`config.mk`:
```
export PLATFORM = sky130hd
export DESIGN_NAME = iter_alu_flat
export DESIGN_NICKNAME = d
export VERILOG_FILES = /design/src/rtl/iter_alu_pkg.sv /design/src/rtl/iter_alu_if.sv /design/src/rtl/iter_alu_muldiv_core.sv /design/src/rtl/iter_alu.sv /design/src/flat_wrapper.sv
export SDC_FILE = /design/constraint.sdc
export NUM_CORES = 1
export LEC_CHECK = 0
export BUFFER_PORTS_ARGS = -buffer_cell sky130_fd_sc_hd__buf_2
export CAP_MARGIN = 25
export CORE_MARGIN = 5
export CORE_UTILIZATION = 37
export DETAILED_ROUTE_END_ITERATION = 10
export GPL_ROUTABILITY_DRIVEN = 0
export PLACE_DENSITY = 0.57
export SKIP_LAST_GASP = 1
export SLEW_MARGIN = 25
export SYNTH_ARGS = -nofsm -noshare
export SYNTH_HDL_FRONTEND = slang
export SYNTH_SLANG_ARGS = --single-unit
export TNS_END_PERCENT = 100
```
`constraint.sdc`:
```
create_clock -name clk -period 4.8 [get_ports clk]
set_input_delay 0.72 -clock clk [delete_from_list [all_inputs] [get_ports clk]]
set_output_delay 0.72 -clock clk [all_outputs]
set_load 0.01 [all_outputs]
```
`src/rtl/iter_alu_pkg.sv`:
```
// iter_alu_pkg: shared definitions for the iterative ALU.
//   - op_e    : operation encodings carried on the operation bus
//   - FLAG_*  : bit positions of the status flags in the flag word
//   - state_e : control FSM state encoding (also exported for debug)
package iter_alu_pkg;

    typedef enum logic [1:0] {
        OP_DIV = 2'd0,
        OP_MUL = 2'd1,
        OP_ADD = 2'd2,
        OP_NEG = 2'd3
    } op_e;

    localparam int FLAG_Z  = 0;
    localparam int FLAG_N  = 1;
    localparam int FLAG_V  = 2;
    localparam int FLAG_DZ = 3;

    typedef enum logic [1:0] {
        S_IDLE = 2'd0,
        S_CALC = 2'd1,
        S_FIN  = 2'd2
    } state_e;

endpackage

```
`src/rtl/iter_alu_if.sv`:
```
// iter_alu_if: request/response bundle of the iterative ALU.
//
// Handshake: the master raises start together with operation/a/b/flags_in;
// the request is taken on the rising edge where ready=1 and start=1, and
// start is ignored whenever ready=0. The slave answers with a one-cycle done
// pulse; r/rem/flags_out change only in that cycle and hold until the next
// done or reset.
//
//   master drives : start, operation, a, b, flags_in
//   slave drives  : ready, done, r, rem, flags_out
interface iter_alu_if #(
    parameter int WIDTH   = 16,
    parameter int OP_BITS = 2
);
    logic               start;
    logic [OP_BITS-1:0] operation;
    logic [WIDTH-1:0]   a;
    logic [WIDTH-1:0]   b;
    logic [WIDTH-1:0]   flags_in;
    logic               ready;
    logic               done;
    logic [WIDTH-1:0]   r;
    logic [WIDTH-1:0]   rem;
    logic [WIDTH-1:0]   flags_out;

    modport master (
        output start, operation, a, b, flags_in,
        input  ready, done, r, rem, flags_out
    );

    modport slave (
        input  start, operation, a, b, flags_in,
        output ready, done, r, rem, flags_out
    );
endinterface

```
`src/rtl/iter_alu_muldiv_core.sv`:
```
// muldiv_core: datapath for unsigned shift-add multiply and restoring divide.
// Operates on magnitudes only; the caller applies signs.
//
//   clk_i, rst_i : clock, asynchronous active-high reset
//   load_i       : load magnitudes and mode (is_div_i) for a new operation
//   step_i       : perform one iteration
//   mag_a_i/b_i  : operand magnitudes (A, B)
//   acc_nxt_o    : value acc takes at this edge (MUL: product high half,
//                  DIV: remainder)
//   shr_nxt_o    : value shr takes at this edge (MUL: product low half,
//                  DIV: quotient)
// The *_nxt_o outputs let the owner capture the final result on the same
// edge that performs the last step.
module muldiv_core #(
    parameter int WIDTH = 16
) (
    input  logic             clk_i,
    input  logic             rst_i,
    input  logic             load_i,
    input  logic             step_i,
    input  logic             is_div_i,
    input  logic [WIDTH-1:0] mag_a_i,
    input  logic [WIDTH-1:0] mag_b_i,
    output logic [WIDTH-1:0] acc_nxt_o,
    output logic [WIDTH-1:0] shr_nxt_o
);

    logic [WIDTH-1:0] acc_q, acc_d;
    logic [WIDTH-1:0] shr_q, shr_d;
    logic [WIDTH-1:0] den_q, den_d;
    logic             div_q, div_d;
    logic [WIDTH:0]   mul_sum;
    logic [WIDTH:0]   div_shift;
    logic [WIDTH:0]   div_diff;

    always_comb begin
        acc_d     = acc_q;
        shr_d     = shr_q;
        den_d     = den_q;
        div_d     = div_q;
        mul_sum   = '0;
        div_shift = '0;
        div_diff  = '0;
        if (load_i) begin
            // DIV: shr holds the dividend, den the divisor.
            // MUL: shr holds the multiplier, den the multiplicand.
            acc_d = '0;
            div_d = is_div_i;
            shr_d = is_div_i ? mag_a_i : mag_b_i;
            den_d = is_div_i ? mag_b_i : mag_a_i;
        end else if (step_i) begin
            if (div_q) begin
                // Bring in the next dividend bit; subtract if it fits.
                div_shift = {acc_q, shr_q[WIDTH-1]};
                div_diff  = div_shift - {1'b0, den_q};
                if (!div_diff[WIDTH]) begin
                    acc_d = div_diff[WIDTH-1:0];
                    shr_d = {shr_q[WIDTH-2:0], 1'b1};
                end else begin
                    acc_d = div_shift[WIDTH-1:0];
                    shr_d = {shr_q[WIDTH-2:0], 1'b0};
                end
            end else begin
                // Add multiplicand on multiplier LSB, then shift the
                // {carry, acc, shr} chain right by one.
                mul_sum = {1'b0, acc_q} + (shr_q[0] ? {1'b0, den_q} : '0);
                acc_d   = mul_sum[WIDTH:1];
                shr_d   = {mul_sum[0], shr_q[WIDTH-1:1]};
            end
        end
    end

    always_ff @(posedge clk_i or posedge rst_i) begin
        if (rst_i) begin
            acc_q <= '0;
            shr_q <= '0;
            den_q <= '0;
            div_q <= 1'b0;
        end else begin
            acc_q <= acc_d;
            shr_q <= shr_d;
            den_q <= den_d;
            div_q <= div_d;
        end
    end

    assign acc_nxt_o = acc_d;
    assign shr_nxt_o = shr_d;

endmodule

```
`src/rtl/iter_alu.sv`:
```
// iter_alu: iterative signed ALU (DIV, MUL, ADD, NEG) with flag word.
//
//   clk, rst : clock, asynchronous active-high reset
//   bus      : iter_alu_if.slave request/response bundle
//   state_o  : current FSM state (debug)
//
// ADD, NEG and divide-by-zero finish one cycle after accept. MUL and DIV
// iterate WIDTH cycles in muldiv_core and finish WIDTH+1 cycles after accept.
// All results and flags are registered.
module iter_alu
    import iter_alu_pkg::*;
#(
    parameter int WIDTH   = 16,
    parameter int OP_BITS = 2
) (
    input  logic        clk,
    input  logic        rst,
    iter_alu_if.slave   bus,
    output state_e      state_o
);

    localparam int CW = $clog2(WIDTH + 1);
    localparam int PW = 2 * WIDTH;
    localparam logic [WIDTH-1:0] MIN_VAL = {1'b1, {(WIDTH-1){1'b0}}};

    function automatic logic [WIDTH-1:0] mag(input logic [WIDTH-1:0] x);
        return x[WIDTH-1] ? (~x + WIDTH'(1)) : x;
    endfunction

    // Upper bits come from the captured flag word; bits 3..0 are status.
    function automatic logic [WIDTH-1:0] mk_flags(
        input logic [WIDTH-1:0] res,
        input logic             v,
        input logic             dz,
        input logic [WIDTH-1:0] hi
    );
        logic [WIDTH-1:0] f;
        f          = hi & ~WIDTH'(4'hF);
        f[FLAG_Z]  = (res == '0);
        f[FLAG_N]  = res[WIDTH-1];
        f[FLAG_V]  = v;
        f[FLAG_DZ] = dz;
        return f;
    endfunction

    state_e           state_q;
    logic [CW-1:0]    cnt_q;
    logic             is_div_q;
    logic             a_neg_q;
    logic             b_neg_q;
    logic [WIDTH-1:0] fhi_q;
    logic             ready_q;
    logic             done_q;
    logic [WIDTH-1:0] r_q;
    logic [WIDTH-1:0] rem_q;
    logic [WIDTH-1:0] flags_q;

    logic op_div, op_mul, op_neg, b_zero, fast, core_load, core_step;

    assign op_div    = (bus.operation == OP_BITS'(OP_DIV));
    assign op_mul    = (bus.operation == OP_BITS'(OP_MUL));
    assign op_neg    = (bus.operation == OP_BITS'(OP_NEG));
    assign b_zero    = (bus.b == '0);
    assign fast      = !(op_mul || (op_div && !b_zero));
    assign core_load = (state_q == S_IDLE) && bus.start && !fast;
    assign core_step = (state_q == S_CALC);

    // Single-cycle results, computed from the request at the accept edge.
    // Encodings beyond NEG (OP_BITS > 2) fall through to ADD.
    logic [WIDTH-1:0] add_sum, fast_r, fast_rem;
    logic             fast_v, fast_dz;

    always_comb begin
        add_sum  = bus.a + bus.b;
        fast_r   = add_sum;
        fast_rem = '0;
        fast_v   = (bus.a[WIDTH-1] == bus.b[WIDTH-1]) &&
                   (add_sum[WIDTH-1] != bus.a[WIDTH-1]);
        fast_dz  = 1'b0;
        if (op_div) begin
            fast_r   = '0;
            fast_rem = bus.a;
            fast_v   = 1'b0;
            fast_dz  = 1'b1;
        end else if (op_neg) begin
            fast_r = ~bus.a + WIDTH'(1);
            fast_v = (bus.a == MIN_VAL);
        end
    end

    // Sign fix-up of the iterative result, valid on the last CALC edge.
    logic [WIDTH-1:0] acc_nxt, shr_nxt;
    logic [PW-1:0]    prod_mag, prod_s;
    logic [WIDTH-1:0] quot_s, rem_s, slow_r, slow_rem;
    logic             res_neg, mul_v, div_v, slow_v;

    always_comb begin
        res_neg  = a_neg_q ^ b_neg_q;
        prod_mag = {acc_nxt, shr_nxt};
        prod_s   = res_neg ? (~prod_mag + PW'(1)) : prod_mag;
        // Representable iff the top WIDTH+1 bits are a pure sign extension.
        mul_v    = !((&prod_s[PW-1:WIDTH-1]) || !(|prod_s[PW-1:WIDTH-1]));
        quot_s   = res_neg ? (~shr_nxt + WIDTH'(1)) : shr_nxt;
        rem_s    = a_neg_q ? (~acc_nxt + WIDTH'(1)) : acc_nxt;
        // Only MIN / -1 yields a positive quotient with the top bit set.
        div_v    = !res_neg && shr_nxt[WIDTH-1];
        slow_r   = is_div_q ? quot_s : prod_s[WIDTH-1:0];
        slow_rem = is_div_q ? rem_s : '0;
        slow_v   = is_div_q ? div_v : mul_v;
    end

    muldiv_core #(.WIDTH(WIDTH)) u_core (
        .clk_i     (clk),
        .rst_i     (rst),
        .load_i    (core_load),
        .step_i    (core_step),
        .is_div_i  (op_div),
        .mag_a_i   (mag(bus.a)),
        .mag_b_i   (mag(bus.b)),
        .acc_nxt_o (acc_nxt),
        .shr_nxt_o (shr_nxt)
    );

    always_ff @(posedge clk or posedge rst) begin
        if (rst) begin
            state_q  <= S_IDLE;
            cnt_q    <= '0;
            is_div_q <= 1'b0;
            a_neg_q  <= 1'b0;
            b_neg_q  <= 1'b0;
            fhi_q    <= '0;
            ready_q  <= 1'b1;
            done_q   <= 1'b0;
            r_q      <= '0;
            rem_q    <= '0;
            flags_q  <= '0;
        end else begin
            done_q <= 1'b0;
            case (state_q)
                S_IDLE: begin
                    if (bus.start) begin
                        ready_q  <= 1'b0;
                        cnt_q    <= '0;
                        is_div_q <= op_div;
                        a_neg_q  <= bus.a[WIDTH-1];
                        b_neg_q  <= bus.b[WIDTH-1];
                        fhi_q    <= bus.flags_in & ~WIDTH'(4'hF);
                        if (fast) begin
                            state_q <= S_FIN;
                            done_q  <= 1'b1;
                            r_q     <= fast_r;
                            rem_q   <= fast_rem;
                            flags_q <= mk_flags(fast_r, fast_v, fast_dz, bus.flags_in);
                        end else begin
                            state_q <= S_CALC;
                        end
                    end
                end
                S_CALC: begin
                    if (cnt_q == CW'(WIDTH - 1)) begin
                        state_q <= S_FIN;
                        done_q  <= 1'b1;
                        r_q     <= slow_r;
                        rem_q   <= slow_rem;
                        flags_q <= mk_flags(slow_r, slow_v, 1'b0, fhi_q);
                    end else begin
                        cnt_q <= cnt_q + CW'(1);
                    end
                end
                S_FIN: begin
                    state_q <= S_IDLE;
                    ready_q <= 1'b1;
                end
                default: begin
                    state_q <= S_IDLE;
                    ready_q <= 1'b1;
                end
            endcase
        end
    end

    assign bus.ready     = ready_q;
    assign bus.done      = done_q;
    assign bus.r         = r_q;
    assign bus.rem       = rem_q;
    assign bus.flags_out = flags_q;
    assign state_o       = state_q;

endmodule
```
`src/flat_wrapper.sv`:
```
// flat-port wrapper written by rule: the top's interface ports become plain ports
module iter_alu_flat import iter_alu_pkg::*;
#(
    parameter int WIDTH   = 16,
    parameter int OP_BITS = 2
)
  (clk, rst, state_o, bus_start, bus_operation, bus_a, bus_b, bus_flags_in, bus_ready, bus_done, bus_r, bus_rem, bus_flags_out);
  iter_alu_if #(.WIDTH(WIDTH), .OP_BITS(OP_BITS)) bus_i ();
  input  logic clk;
  input  logic rst;
  output state_e state_o;
  input wire logic [$bits(bus_i.start)-1:0] bus_start;
  input wire logic [$bits(bus_i.operation)-1:0] bus_operation;
  input wire logic [$bits(bus_i.a)-1:0] bus_a;
  input wire logic [$bits(bus_i.b)-1:0] bus_b;
  input wire logic [$bits(bus_i.flags_in)-1:0] bus_flags_in;
  output wire logic [$bits(bus_i.ready)-1:0] bus_ready;
  output wire logic [$bits(bus_i.done)-1:0] bus_done;
  output wire logic [$bits(bus_i.r)-1:0] bus_r;
  output wire logic [$bits(bus_i.rem)-1:0] bus_rem;
  output wire logic [$bits(bus_i.flags_out)-1:0] bus_flags_out;
  assign bus_i.start = bus_start;
  assign bus_i.operation = bus_operation;
  assign bus_i.a = bus_a;
  assign bus_i.b = bus_b;
  assign bus_i.flags_in = bus_flags_in;
  assign bus_ready = bus_i.ready;
  assign bus_done = bus_i.done;
  assign bus_r = bus_i.r;
  assign bus_rem = bus_i.rem;
  assign bus_flags_out = bus_i.flags_out;
  iter_alu #(.WIDTH(WIDTH), .OP_BITS(OP_BITS)) u_core (.clk(clk), .rst(rst), .bus(bus_i), .state_o(state_o));
endmodule
```
---- Word-level counts from Yosys, hierarchy flattened ----
Index checks and enable logic that the tools add are counted.
W data, S select, Z words.
storage, ports and cells
  input port bits ......................... 53
  logic and storage cells ................. 116
  flip-flop bits (word level) ............. 121
  output and inout port bits .............. 52
cells by class
  eq/ne operators ......................... 11
  bitwise gates (word level) .............. 7
  multiplexer cells ....................... 50
  add/sub/neg operators ................... 9
  reductions and logical operators ........ 24
operator list
  kind                     number
  $mux W16                 28
  $pmux W16 S2             3
  $add A16 B1 Y16 const B  4
  $not A16 Y16             4
  $logic_not A16 Y1        3
  $add A32 B1 Y32 const B  1
  $mux W32                 1
  $not A32 Y32             1
  $add A16 B16 Y17         1
  $reduce_and A17 Y1       1
  $reduce_or A17 Y1        1
  $sub A17 B16 Y17         1
  $add A16 B16 Y16         1
  $eq A16 B16 Y1 const B   1
  $mux W5                  2
  $pmux W5 S2              1
  $mux W1                  9
  $ne A2 B2 Y1 const B     4
  $mux W2                  3
  $reduce_and A2 Y1        3
  $add A5 B1 Y5 const B    1
  $eq A5 B4 Y1 const B     1
  $logic_and A1 B1 Y1      5
  $eq A2 B1 Y1 const B     2
  other kinds (13)         19

---- Depth between registers and ports, before layout ----
  depth in word-level cells ............... 16
  depth in mapped cells ................... 23
  depth with buffers taken out ............ 20

---- Hierarchy ----
A second synthesis with hierarchy kept.
second synthesis, totals
  cells, all modules ...................... 1347
  area, all modules ....................... 10847.9 um^2
by module, submodules not included
  module       seq. area each (um^2)  instances  cells an instance  area each (um^2)
  iter_alu     1778.0                 1          806                6388.6
  muldiv_core  1226.2                 1          541                4459.3

---- Worst setup path after synthesis ----
Ideal clock, no wire load.
  path type ............................... register to register
  from .................................... reg u_core.u_core.shr_q[15]
  to ...................................... reg u_core.flags_q[2] (netlist: u_core.bus.flags_out[2])
  arrival ................................. 4.623 ns
  period minus slack after synthesis ...... 4.755 ns
  path slack .............................. 0.045 ns
  data required time ...................... 4.668 ns
  stages on the path, launching flop included .. 24
  buffers on the path ..................... 3
  library setup time ...................... 0.132 ns
  cell sequence ........................... dfrtp_1 -> inv_1 -> ha_1 -> fa_1 -> nand2b_1 -> a21oi_1 -> a221o_1 -> and3_1 -> buf_1 -> nor3_2 -> buf_2 -> a21o_1 -> inv_1 -> ha_1 -> and2_1 -> nand4_1 -> or3_1 -> clkbuf_1 -> nor3_4 -> a21o_1 -> nor4b_1 -> a21oi_1 -> nor4_1 -> o32ai_1
between the ends
  word-level cells in the longest chain between the ends .. 15
  elaborated cells between the ends (all ways) .. 21
  those cells by class .................... add/sub: 2; mux: 12; bitwise: 1; reduce/logical: 6
ends and longest elaborated chain
  what                                        line                        text
  start, declared                             iter_alu_muldiv_core.sv:29  logic [WIDTH-1:0] shr_q, shr_d;
  start signal, assigned                      iter_alu_muldiv_core.sv:81  shr_q <= shr_d;
  $sub A17 B16 Y17                            iter_alu_muldiv_core.sv:55  div_diff = div_shift - {1'b0, den_q};
  $mux W1 / $mux W16 (equally long branches)  iter_alu_muldiv_core.sv:56  if (!div_diff[WIDTH]) begin
  $mux W16                                    iter_alu_muldiv_core.sv:52  if (div_q) begin
  $mux W16                                    iter_alu_muldiv_core.sv:51  end else if (step_i) begin
  $mux W16                                    iter_alu_muldiv_core.sv:44  if (load_i) begin
  $not A32 Y32                                iter_alu.sv:100             prod_s = res_neg ? (~prod_mag + PW'(1)) : prod_mag;
  $add A32 B1 Y32                             iter_alu.sv:100
  $mux W32                                    iter_alu.sv:100
  $reduce_or A17 Y1                           iter_alu.sv:102             mul_v = !((&prod_s[PW-1:WIDTH-1]) || !(|prod_s[PW-1:WIDTH-1]));
  $logic_not A1 Y1                            iter_alu.sv:102
  $logic_or A1 B1 Y1                          iter_alu.sv:102
  $logic_not A1 Y1                            iter_alu.sv:102
  $mux W1 *                                   iter_alu.sv:109             slow_v = is_div_q ? div_v : mul_v;
  $mux W16 *                                  iter_alu.sv:160             if (cnt_q == CW'(WIDTH - 1)) begin
  $pmux W16 S2 *                              iter_alu.sv:139             case (state_q)
  end signal, assigned                        iter_alu.sv:153             flags_q <= mk_flags(fast_r, fast_v, fast_dz, bus.flags_in);
  end signal, assigned                        iter_alu.sv:165             flags_q <= mk_flags(slow_r, slow_v, 1'b0, fhi_q);
  end, declared                               iter_alu.sv:56              logic [WIDTH-1:0] flags_q;
Mark *: on every way between the ends. The rest lies on a longest branch, timed or not. The select of a mux whose other input is x is not followed.
A chain may end at the register's enable or synchronous reset.

---- Worst setup path after layout ----
  from .................................... reg u_core.u_core.den_q[5]
  to ...................................... reg u_core.flags_q[2] (netlist: u_core.bus.flags_out[2])
between the ends
  word-level cells in the longest chain between the ends .. 15
  elaborated cells between the ends (all ways) .. 22
  those cells by class .................... add/sub: 3; mux: 13; bitwise: 1; reduce/logical: 5
ends and longest elaborated chain
  what                                                 line                                                    text
  start, declared                                      iter_alu_muldiv_core.sv:30                              logic [WIDTH-1:0] den_q, den_d;
  start signal, assigned                               iter_alu_muldiv_core.sv:82                              den_q <= den_d;
  $sub A17 B16 Y17 / $mux W16 (equally long branches)  iter_alu_muldiv_core.sv:55, iter_alu_muldiv_core.sv:66
  $mux W16 / $add A16 B16 Y17 (equally long branches)  iter_alu_muldiv_core.sv:56, iter_alu_muldiv_core.sv:66
  $mux W16 *                                           iter_alu_muldiv_core.sv:52
  $mux W16 *                                           iter_alu_muldiv_core.sv:51
  $mux W16 *                                           iter_alu_muldiv_core.sv:44
  net u_core.acc_nxt[6]                                iter_alu.sv:92                                          logic [WIDTH-1:0] acc_nxt, shr_nxt;
  $not A32 Y32                                         iter_alu.sv:100
  $add A32 B1 Y32                                      iter_alu.sv:100
  $mux W32 *                                           iter_alu.sv:100
  $reduce_or A17 Y1                                    iter_alu.sv:102
  $logic_not A1 Y1                                     iter_alu.sv:102
  $logic_or A1 B1 Y1 *                                 iter_alu.sv:102
  $logic_not A1 Y1 *                                   iter_alu.sv:102
  $mux W1 *                                            iter_alu.sv:109
  $mux W16 *                                           iter_alu.sv:160
  $pmux W16 S2 *                                       iter_alu.sv:139
Mark *: on every way through the listed nets, which the timed path passes. The rest lies on a longest branch. The select of a mux whose other input is x is not followed.

==> metrics <==
status finished clean; Post-Syn Area per Cell roughly 8 sq um; net count reported at finish about 1700; ant diodes 0; Power Total approximately 0.012 W; final wirelength about 40000 microns; slowest CP cell or4_4; kind of end point of the critical path flip-flop; Hold Path Class input port to asynchronous set/reset pin; Multi-input gate area 7460 sq um; CP delay by family, top compound AO/OA/AOI/OAI gates; CTS Hold Bufs 0; pin count of the biggest net entering global routing 70; Worst slew margin between 50% and 60%; final setup fails 0; fin cells approximately 2000; Register Area between 3000 and 4000 sq um; starting density of the core a little under two fifths; Hold Vio Cnt, Final 0; commonest non-fill, non-tap cell in the layout buf_4; maximum VDD drop 0.347 mV; syn nets 1462; maximum clock insertion buffer count 2; crit-path max cell delay 0.51 ns; Min Hold Slack just under 0.4 ns; crit path kind flip-flop to flip-flop; design area 13700 sq um; ys flop type dfrtp_1; worst slew pin tran ~0.7 ns; die height roughly 180 microns; Placed Area roughly 13000 sq um; Via Count roughly 11000; DRT iter0 DRCs about 1200; Seq cells post-synth 120; clock-pin transition on the worst setup and hold timing paths 0.07 ns; sw power between 0.006 and 0.007 W; Vias/cell roughly 5.8; CTS Buf Count 17; Tmin final around 4.7 ns; Pint between 0.006 and 0.007 W; row count 62; Post-DRT Antenna Nets 0; Post-Syn Instances ~1400; DP HPWL ~32000 microns; Switching Fraction 50.4%; Post-route DRC 0; final core occ approximately 48%; Crit path top cell by count buf_4; max_cap viols 0; sequential power share 15.8%; CTS tree built; pwr/cell area ~890 nW/um^2; fmax about 0.21 GHz; # IOs ~110; share of layout cells above drive strength 1 between 20 and 30%; Setup Skew roughly 0.014 ns; Port Buffers 100; post-synth cell types 91; worst-path fanout max 8; first-pass GRT wire length approximately 62000 microns; synthesized area around 11000 sq um; worst-path cell chain inv_1, ha_1, and3_1, a221o_2, a2111oi_4, nor3_2, buf_4, buf_4, a211oi_4, inv_2, a211oi_4, buf_4, nand4_4, xnor2_1, a31oi_1, or4_4, nor4_4, o32ai_2; share of the yosys chip area belonging to registers ~28%; Synth async-reset ratio between 90% and 100%; Total GRT Usage 23.9%; WL/cell roughly 20 microns; Comb power frac approximately 74%; vias in the first global route 10800; placed cells roughly 1900; max-slew violations 0; yosys synthesis warning count 0; Die Wd between 150 and 200 microns; CP bufs+invs 5; RSZ-0062 raised after global routing yes; critical path launch point type flip-flop; commonest cells after routing, fill and taps aside 190 x buf_4, 147 x nand2_1, 117 x dfrtp_1, 107 x o21ai_0, 100 x buf_2; initial antenna violation count 0; EDFF count, synth 0; drt first pass iters 5; Clk pwr share between 10% and 20%; CTS Root Cell clkbuf_16; Area Growth Syn to Fin 26.9%; Clock Latency Late Sink between 0.4 and 0.5 ns; Arr. time, crit path 4.93 ns; fin crit share 97.0%; Leak approximately 6.1 nW; CORE AREA between 20000 and 30000 sq um; Num Clock Sinks 120; grt ovf 0; DIE AREA 32700 sq um; H-tree Lvls 4; Worst EP required between 5 and 6 ns; fillers approximately 2800
-- cells by family after synthesis --
kind of cell,synth area share [%]
AO/OA/AOI/OAI,26.1
AND/OR/NAND/NOR,20.5
buffers and inverters,5.36
flip-flops,27.8
multiplexers,4.88
XOR/XNOR,8.51
adder cells (fa/ha/maj),6.81
-- routing by layer --
layer  track usage [%]  share of wire [%]  vias up
met5                 0                  0        -
met4              9.47                4.2        0
met3              4.56                8.0       85
met2              35.4                 43      515
met1              34.4                 45     5405
li1                  -                  -     5402
-- area by class of cell --
type | instances | area share (%)
Multi-Input combinational cell | 1084 | 54.4
Sequential cell | 120 | 21.9
Timing Repair Buffer | 291 | 14.2
Tap cell | 384 | 3.50
Clock buffer | 18 | 3.13
Inverter | 69 | 1.91
Clock inverter | 14 | 0.912
-- state kept, by name (all words and copies together), names as in the netlist --
signal	cells
u_core.is_div_q	1
u_core.u_core.div_q	1
u_core.fhi_q	12
u_core.b_neg_q	1
u_core.u_core.acc_q	16
u_core.bus.rem	16
u_core.bus.flags_out	16
u_core.u_core.den_q	16
u_core.state_o	2
u_core.a_neg_q	1
u_core.bus.ready	1
u_core.cnt_q	5
u_core.bus.r	15
u_core.u_core.shr_q	16
u_core.bus.done	1
-- final timing paths --
check / startpoint / end / slack, ns / depth (start not counted)
worst max-delay path: u_core.u_core.den_q[5] / u_core.bus.flags_out[2] / 0.15 / 18
worst min-delay path: rst / u_core.cnt_q[4] / 0.40 / 2
worst max register to register: u_core.u_core.den_q[5] / u_core.bus.flags_out[2] / 0.15 / 18
worst min register to register: u_core.cnt_q[4] / u_core.cnt_q[4] / 0.48 / 2
max in group asynchronous: rst / u_core.u_core.shr_q[0] / 3.57 / 3
min in group clk: u_core.cnt_q[4] / u_core.cnt_q[4] / 0.48 / 2
-- through the flow --
stage,setup slack [ns],TNS (ns)
floorplan,0.0446,0
global placement,-0.112,-0.112
detailed placement,-0.162,-0.162
CTS,0.00705,0
global route,-0.0267,-0.0286
finish,0.145,0
-- worst reg2reg max path, stage by stage, from the launching register on --
cell	delay, ns
dfrtp_1	0.45
inv_1	0.08
ha_1	0.35
and3_1	0.21
a221o_2	0.40
a2111oi_4	0.43
nor3_2	0.06
buf_4	0.19
buf_4	0.19
a211oi_4	0.32
inv_2	0.12
a211oi_4	0.19
buf_4	0.16
nand4_4	0.14
xnor2_1	0.17
a31oi_1	0.11
or4_4	0.51
nor4_4	0.31
o32ai_2	0.13
-- synth_stat cells (29+ instances only) --
master	instances	area [sq um]
xnor2_1	66	578
clkbuf_1	62	233
xor2_1	39	342
nor2_1	100	375
mux2i_1	29	290
inv_1	65	244
nor3_1	36	180
a21oi_1	78	390
dfrtp_1	119	2980
ha_1	54	676
nand2_1	147	552
o21ai_0	111	556
-- power by group through the flow --
stage	clock, W	combinational [W]	sequential [W]
floorplan	0	0.00505	0.00188
global placement	0	0.00821	0.00191
detailed placement	0	0.00829	0.00192
CTS	0.00124	0.00842	0.00191
global route	0.00129	0.00975	0.00198
finish	0.00123	0.00900	0.00192
-- timing repair --
action	CTS	global route
setup endpoints to repair	1	4
setup buffers	2	7
pin swaps	2	23
gates resized for setup	5	43
Note: power is estimated with default switching activity, not from simulation.
